===== config.mk =====
export PLATFORM = sky130hd
export DESIGN_NAME = reg_file_sb_flat
export DESIGN_NICKNAME = d
export VERILOG_FILES = /design/src/rtl/reg_file_sb_pkg.sv /design/src/rtl/reg_file_sb_if.sv /design/src/rtl/reg_file_sb_reg_nb.sv /design/src/rtl/reg_file_sb.sv /design/src/flat_wrapper.sv
export SDC_FILE = /design/constraint.sdc
export NUM_CORES = 1
export LEC_CHECK = 0
export ABC_AREA = 1
export BUFFER_PORTS_ARGS = -buffer_cell sky130_fd_sc_hd__buf_2
export CAP_MARGIN = 20
export CORE_MARGIN = 3
export CORE_UTILIZATION = 50
export DETAILED_ROUTE_END_ITERATION = 12
export PLACE_DENSITY_LB_ADDON = 0.12
export SETUP_SLACK_MARGIN = 0.2
export SYNTH_ARGS = -nofsm -noshare
export SYNTH_HDL_FRONTEND = slang
export SYNTH_SLANG_ARGS = --single-unit

===== constraint.sdc =====
create_clock -name clk -period 1.7 [get_ports clk]
set_input_delay 0.255 -clock clk [delete_from_list [all_inputs] [get_ports clk]]
set_output_delay 0.255 -clock clk [all_outputs]
set_load 0.005 [all_outputs]

===== src/rtl/reg_file_sb_pkg.sv =====
// reg_file_sb_pkg: shared constants for the register file with scoreboard.
// Holds the default parameter values and the controller state encoding
// used by reg_file_sb, its sub-module and its bus interface.
package reg_file_sb_pkg;

   localparam int DEF_WIDTH   = 16;
   localparam int DEF_ADDR_W  = 3;
   localparam int DEF_NRD     = 2;
   localparam int DEF_ZERO_R0 = 0;

   typedef enum logic {
      ST_IDLE  = 1'b0,
      ST_CLEAR = 1'b1
   } state_e;

endpackage


===== src/rtl/reg_file_sb_if.sv =====
// reg_file_sb_if: bus bundle between a register file client and reg_file_sb.
//   wr/waddr/wdata      write-back port
//   raddr/rdata/rbusy   NRD packed read ports with per-port busy flag
//   rsv/rsv_addr        reservation of a destination register
//   clr/clr_busy        clear request and clear-in-progress status
// master = client side, slave = register file side.
interface reg_file_sb_if
   import reg_file_sb_pkg::*;
#(
   parameter int WIDTH  = DEF_WIDTH,
   parameter int ADDR_W = DEF_ADDR_W,
   parameter int NRD    = DEF_NRD
) ();

   logic                  wr;
   logic [ADDR_W-1:0]     waddr;
   logic [WIDTH-1:0]      wdata;
   logic [NRD*ADDR_W-1:0] raddr;
   logic [NRD*WIDTH-1:0]  rdata;
   logic [NRD-1:0]        rbusy;
   logic                  rsv;
   logic [ADDR_W-1:0]     rsv_addr;
   logic                  clr;
   logic                  clr_busy;

   modport master (
      output wr, waddr, wdata, raddr, rsv, rsv_addr, clr,
      input  rdata, rbusy, clr_busy
   );

   modport slave (
      input  wr, waddr, wdata, raddr, rsv, rsv_addr, clr,
      output rdata, rbusy, clr_busy
   );

endinterface


===== src/rtl/reg_file_sb_reg_nb.sv =====
// reg_nb: WIDTH-bit register with load enable and asynchronous active-low
// reset to zero. One instance holds one entry of the register file.
//   clk   clock
//   rstn  asynchronous active-low reset
//   en_i  load enable
//   d_i   data to load
//   q_o   stored value
module reg_nb #(
   parameter int WIDTH = 16
) (
   input  logic             clk,
   input  logic             rstn,
   input  logic             en_i,
   input  logic [WIDTH-1:0] d_i,
   output logic [WIDTH-1:0] q_o
);

   logic [WIDTH-1:0] data_q;

   always_ff @(posedge clk or negedge rstn) begin
      if (!rstn) begin
         data_q <= '0;
      end else if (en_i) begin
         data_q <= d_i;
      end
   end

   assign q_o = data_q;

endmodule


===== src/rtl/reg_file_sb.sv =====
// reg_file_sb: 2**ADDR_W x WIDTH register file with NRD combinational read
// ports, write-to-read bypass, a per-register busy scoreboard and a
// sequential clear engine (one entry per cycle).
//   clk   clock, all state updates on the rising edge
//   rstn  asynchronous active-low reset
//   bus   reg_file_sb_if slave modport (write, read, reserve, clear)
module reg_file_sb
   import reg_file_sb_pkg::*;
#(
   parameter int WIDTH   = DEF_WIDTH,
   parameter int ADDR_W  = DEF_ADDR_W,
   parameter int NRD     = DEF_NRD,
   parameter int ZERO_R0 = DEF_ZERO_R0
) (
   input logic           clk,
   input logic           rstn,
   reg_file_sb_if.slave  bus
);

   localparam int DEPTH = 2**ADDR_W;

   state_e            state_q, state_d;
   logic [ADDR_W-1:0] cnt_q, cnt_d;
   logic [DEPTH-1:0]  busy_q, busy_d;
   logic [WIDTH-1:0]  regs [DEPTH];
   logic              idle;
   logic              clearing;
   logic              wr_ok;
   logic              rsv_ok;

   // Writes and reservations to r0 are dropped when r0 is hard-wired zero.
   assign wr_ok  = idle && bus.wr
                   && !((ZERO_R0 != 0) && (bus.waddr == '0));
   assign rsv_ok = idle && bus.rsv
                   && !((ZERO_R0 != 0) && (bus.rsv_addr == '0));

   always_ff @(posedge clk or negedge rstn) begin
      if (!rstn) begin
         state_q <= ST_IDLE;
      end else begin
         state_q <= state_d;
      end
   end

   always_comb begin
      state_d = state_q;
      case (state_q)
         ST_IDLE:  if (bus.clr) state_d = ST_CLEAR;
         ST_CLEAR: if (cnt_q == ADDR_W'(DEPTH - 1)) state_d = ST_IDLE;
         default:  state_d = ST_IDLE;
      endcase
   end

   always_comb begin
      idle         = (state_q == ST_IDLE);
      clearing     = (state_q == ST_CLEAR);
      bus.clr_busy = clearing;
   end

   // The counter only moves in CLEAR; the final increment wraps it to 0.
   assign cnt_d = clearing ? cnt_q + ADDR_W'(1) : '0;

   always_comb begin
      busy_d = busy_q;
      if (idle) begin
         if (wr_ok)  busy_d[bus.waddr]    = 1'b0;
         // Applied after the clear so a same-address reserve wins.
         if (rsv_ok) busy_d[bus.rsv_addr] = 1'b1;
      end else begin
         busy_d[cnt_q] = 1'b0;
      end
   end

   always_ff @(posedge clk or negedge rstn) begin
      if (!rstn) begin
         cnt_q  <= '0;
         busy_q <= '0;
      end else begin
         cnt_q  <= cnt_d;
         busy_q <= busy_d;
      end
   end

   for (genvar j = 0; j < DEPTH; j++) begin : g_store
      logic en;
      assign en = (wr_ok && (bus.waddr == ADDR_W'(j)))
                  || (clearing && (cnt_q == ADDR_W'(j)));
      reg_nb #(.WIDTH(WIDTH)) u_reg (
         .clk  (clk),
         .rstn (rstn),
         .en_i (en),
         .d_i  (clearing ? '0 : bus.wdata),
         .q_o  (regs[j])
      );
   end

   for (genvar i = 0; i < NRD; i++) begin : g_rd
      logic [ADDR_W-1:0] ra;
      logic              byp;
      assign ra  = bus.raddr[i*ADDR_W +: ADDR_W];
      assign byp = wr_ok && (bus.waddr == ra);
      assign bus.rdata[i*WIDTH +: WIDTH] =
         byp                               ? bus.wdata :
         ((ZERO_R0 != 0) && (ra == '0))    ? '0        : regs[ra];
      // A write in flight to this address resolves the pending producer.
      assign bus.rbusy[i] = busy_q[ra] && !byp;
   end

endmodule


===== src/flat_wrapper.sv =====
// flat-port wrapper written by rule: the top's interface ports become plain ports
module reg_file_sb_flat import reg_file_sb_pkg::*;
#(
   parameter int WIDTH   = DEF_WIDTH,
   parameter int ADDR_W  = DEF_ADDR_W,
   parameter int NRD     = DEF_NRD,
   parameter int ZERO_R0 = DEF_ZERO_R0
)
  (clk, rstn, bus_wr, bus_waddr, bus_wdata, bus_raddr, bus_rsv, bus_rsv_addr, bus_clr, bus_rdata, bus_rbusy, bus_clr_busy);
  reg_file_sb_if #(.WIDTH(WIDTH), .ADDR_W(ADDR_W), .NRD(NRD)) bus_i ();
  input logic clk;
  input logic rstn;
  input wire logic [$bits(bus_i.wr)-1:0] bus_wr;
  input wire logic [$bits(bus_i.waddr)-1:0] bus_waddr;
  input wire logic [$bits(bus_i.wdata)-1:0] bus_wdata;
  input wire logic [$bits(bus_i.raddr)-1:0] bus_raddr;
  input wire logic [$bits(bus_i.rsv)-1:0] bus_rsv;
  input wire logic [$bits(bus_i.rsv_addr)-1:0] bus_rsv_addr;
  input wire logic [$bits(bus_i.clr)-1:0] bus_clr;
  output wire logic [$bits(bus_i.rdata)-1:0] bus_rdata;
  output wire logic [$bits(bus_i.rbusy)-1:0] bus_rbusy;
  output wire logic [$bits(bus_i.clr_busy)-1:0] bus_clr_busy;
  assign bus_i.wr = bus_wr;
  assign bus_i.waddr = bus_waddr;
  assign bus_i.wdata = bus_wdata;
  assign bus_i.raddr = bus_raddr;
  assign bus_i.rsv = bus_rsv;
  assign bus_i.rsv_addr = bus_rsv_addr;
  assign bus_i.clr = bus_clr;
  assign bus_rdata = bus_i.rdata;
  assign bus_rbusy = bus_i.rbusy;
  assign bus_clr_busy = bus_i.clr_busy;
  reg_file_sb #(.WIDTH(WIDTH), .ADDR_W(ADDR_W), .NRD(NRD), .ZERO_R0(ZERO_R0)) u_core (.clk(clk), .rstn(rstn), .bus(bus_i));
endmodule

==> results.py <==
metrics = {
    "synthesis": {
        "synth_common_cells": "495 x nand2_1, 268 x nand3_1, 148 x inv_1",
        "synth_top_cell_area_share_pct": 40.0,
        "ys_warn_count": 0,
        "synth_most_common_cell": "nand2_1",
        "synthCells": 1345,
        "syn_area_um2": 8770,
        "postSynth.asyncResetShare_pct": 100,
        "ys_ff_latch": 140,
        "synth_edf_count": 0,
        "synthDistinctLibCells": 28,
        "synth_top_flop_cell": "dfrtp_1",
        "ys_seq_area_share_pct": 40.0,
        "synth_area_per_cell_um2": 6.52,
        "syn-num-nets": 1384,
        "synth.area.top_cells": "dfrtp_1 40%, nand2_1 21%, nand3_1 15%",
        "yosys.area.top_type": "dfrtp_1",
    },
    "place": {
        "placedCellCount": 1609,
        "port_buffers": 67,
        "gp_congestion": 0.875,
        "pre_cts_ws_ns": 0.0152,
        "dp_hpwl_um": 18300,
    },
    "outcome": {
        "violations": "negative setup slack",
        "run_status": "finished with violations",
    },
    "worst_setup_path": {
        "start_kind": "flop",
        "end_kind": "output port",
        "reg2reg_depth": 11,
        "cpMostUsedCell": "nor2_4",
        "crit_type": "flop to output port",
        "worstSetupStartpoint": "u_core.bus.clr_busy$_DFF_PN0_",
        "critPathRequiredTime_ns": 1.44,
        "r2r_slack_ns": -0.16,
        "r2r_end": "u_core.g_store[0].u_reg.q_o[5]$_DFFE_PN0P_",
        "r2r_start": "u_core.bus.clr_busy$_DFF_PN0_",
        "critPathCapture": "bus_rdata[7]",
        "path_max_fanout": 12,
        "arrival_ns": 1.81,
        "slowest_stage": "dfrtp_1",
        "crit_path_cell_trace": "nor2_4 > nand2_2 > nor2_4 > nand2_4 > buf_12 > nand3_1 > nand2_1 > buf_2",
        "crit_path_max_incr_delay_ns": 0.41,
    },
    "floorplanning": {
        "initial_utilization_pct": 51.9,
        "die_y_um": 138,
        "die_x_um": 138,
        "rows": 47,
        "io_pins": 68,
        "die-area_um2": 19200,
        "core-area_um2": 16900,
    },
    "power_and_ir_drop": {
        "p_leak_nw": 5.95,
        "power.density_nw_per_um2": 1480,
        "peakVddDrop_mv": 1.09,
    },
    "sta": {
        "setup_viol": 121,
        "whs_ns": 0.0482,
        "layout_setup_ws_ns": -0.369,
        "hold_violations": 0,
        "finalClockSkew_ns": 0.00516,
        "fmax_mhz": 483,
        "final_max_slew_viol_count": 0,
        "worstMarginPinSlew_ns": 0.846,
        "finalCriticalPeriod_ns": 2.07,
        "slew_headroom_pct": 43.4,
        "rsz0062_at_grt": "true",
        "period_share_pct": 122,
    },
    "worst_hold_path": {
        "hp-start": "bus_clr",
        "hold_class": "primary input to flop",
    },
    "cts": {
        "cts_max_level": 4,
        "cts_root_buf": "clkbuf_16",
        "numCtsBuffers": 17,
        "cts_tree": "done",
        "clkSinkCount": 140,
        "clk_pin_slew_ns": 0.06,
        "cts_buffer_depth": 2,
        "clock_latency_ns": 0.43,
    },
    "global_routing": {
        "grt_max_degree": 41,
        "grt_pass1_vias": 9113,
        "grt_usage_pct": 31.4,
        "grt_pass1_wl_um": 48100,
        "grt_antenna_before_repair": 0,
        "grt-ovfl-total": 0,
    },
    "layout": {
        "num-fill-cells": 1402,
        "area_growth_pct": 32.5,
        "drive_above_1_share_pct": 20.6,
        "final_cells": 1684,
        "n_antenna_cell": 0,
        "fin_util_pct": 68.8,
        "layout.nets": 1491,
    },
    "detailed_routing": {
        "ant_nets": 0,
        "avgViaCountPerCell": 6.04,
        "drt-total-wl_um": 36900,
        "first_iter_violations": 1280,
        "route.detailed.drc": 0,
        "vias": 10200,
        "dr.pass1.iters": 5,
        "wl_per_cell_um": 21.9,
    },
    "run": {
        "max-cap-violations": 0,
    },
}
## routing by layer
layer | vias up | wire (um) | GRT usage, % | part of all wire, %
li1 | 4486 | - | - | -
met1 | 4704 | 13400 | 41.9 | 36
met2 | 798 | 15900 | 48.4 | 43
met3 | 187 | 5090 | 9.19 | 14
met4 | 0 | 2480 | 12.0 | 6.7
met5 | - | 0 | 0 | 0
## cell usage in the layout (no fill, tap or decap), types with 2 or more instances in the layout
| cell type | n |
|---|---|
| buf_6 | 14 |
| buf_2 | 66 |
| nor2_2 | 4 |
| bufinv_16 | 2 |
| buf_16 | 3 |
| buf_4 | 40 |
| o211ai_1 | 2 |
| nand2_8 | 11 |
| ha_1 | 5 |
| nand4_1 | 4 |
| clkbuf_8 | 2 |
| a21oi_1 | 10 |
| nand3_1 | 238 |
| clkinv_2 | 3 |
| o21ai_1 | 95 |
| o21ai_0 | 27 |
| o21ai_2 | 7 |
| nand2_1 | 454 |
| nor2_1 | 31 |
| inv_1 | 148 |
| nand3_2 | 24 |
| dfrtp_2 | 2 |
| nor2_4 | 7 |
| clkbuf_1 | 5 |
| nand3_4 | 6 |
| clkinvlp_4 | 2 |
| inv_2 | 8 |
| clkbuf_16 | 31 |
| buf_12 | 29 |
| buf_8 | 4 |
| nand2_2 | 25 |
| dfrtp_1 | 138 |
| nand2_4 | 8 |
## worst min-delay path by stage
stage	cells after the start	slack, ns	to
5_1_grt	2	0.05	u_core.bus.clr_busy$_DFF_PN0_
3_3_place_gp	1	0.19	u_core.g_store[3].u_reg.q_o[6]$_DFFE_PN0P_
3_5_place_dp	1	0.20	u_core.g_store[3].u_reg.q_o[6]$_DFFE_PN0P_
2_1_floorplan	0	-0.04	u_core.bus.clr_busy$_DFF_PN0_
6_report	2	0.05	u_core.bus.clr_busy$_DFF_PN0_
4_1_cts	2	0.05	u_core.bus.clr_busy$_DFF_PN0_
## power breakdown
| part | leakage (nW) | internal (W) | switching [W] | total (W) |
|---|---|---|---|---|
| logic | 3.77 | 0.00334 | 0.00543 | 0.00877 |
| clock network | 0.270 | 0.00222 | 0.00147 | 0.00369 |
| registers | 1.91 | 0.00438 | 0.000401 | 0.00478 |
## critical path: cells and delay by family (launching register included)
family                 cells  cell delay [ns]
and+or+nand+nor            6             0.67
DFF                        1             0.41
buffers and inverters      2             0.31
## registers in the layout (all words and copies together) (netlist names)
register	count
u_core.busy_q	8
u_core.cnt_q	3
u_core.g_store.u_reg.q_o	128
u_core.bus.clr_busy	1
## layout make-up
| class | count | area (um^2) | share of cell area, % |
|---|---|---|---|
| Multi-Input combinational cell | 963 | 4790 | 41.3 |
| Sequential cell | 140 | 3510 | 30.2 |
| Timing Repair Buffer | 171 | 1870 | 16.1 |
| Inverter | 159 | 604 | 5.20 |
| Clock buffer | 24 | 472 | 4.06 |
| Tap cell | 220 | 275 | 2.37 |
| Clock inverter | 7 | 90.1 | 0.776 |
## stage by stage
stage | total power (W) | area [um^2] | setup TNS, ns
6_report | 0.0172 | 11600 | -15.67
5_1_grt | 0.0180 | 11600 | -21.58
4_1_cts | 0.0144 | 10600 | -9.27
3_5_place_dp | 0.0104 | 9700 | 0
3_3_place_gp | 0.0102 | 9700 | 0
2_1_floorplan | 0.00832 | 8770 | 0
## logic make-up (layout without fill, tap and decap cells)
kind of cell	after synthesis	after routing	share of synthesized area, %
and+or+nand+nor	813	813	39.2
AOI/OAI and AO/OA	144	144	8.35
adders and majority gates	6	6	0.856
buffers and inverters	242	361	11.6
DFF	140	140	40.0
## timing repair
action                                 in CTS  in global routing
setup buffers                               8                 11
pin swaps                                  13                 23
resized for setup                          57                202
setup endpoints to repair                 170                172
cloned                                      3                 21
hold buffers                                1                  0
endpoints found under the hold margin      34                  0
No activity file was read; power rests on OpenSTA's default activity.
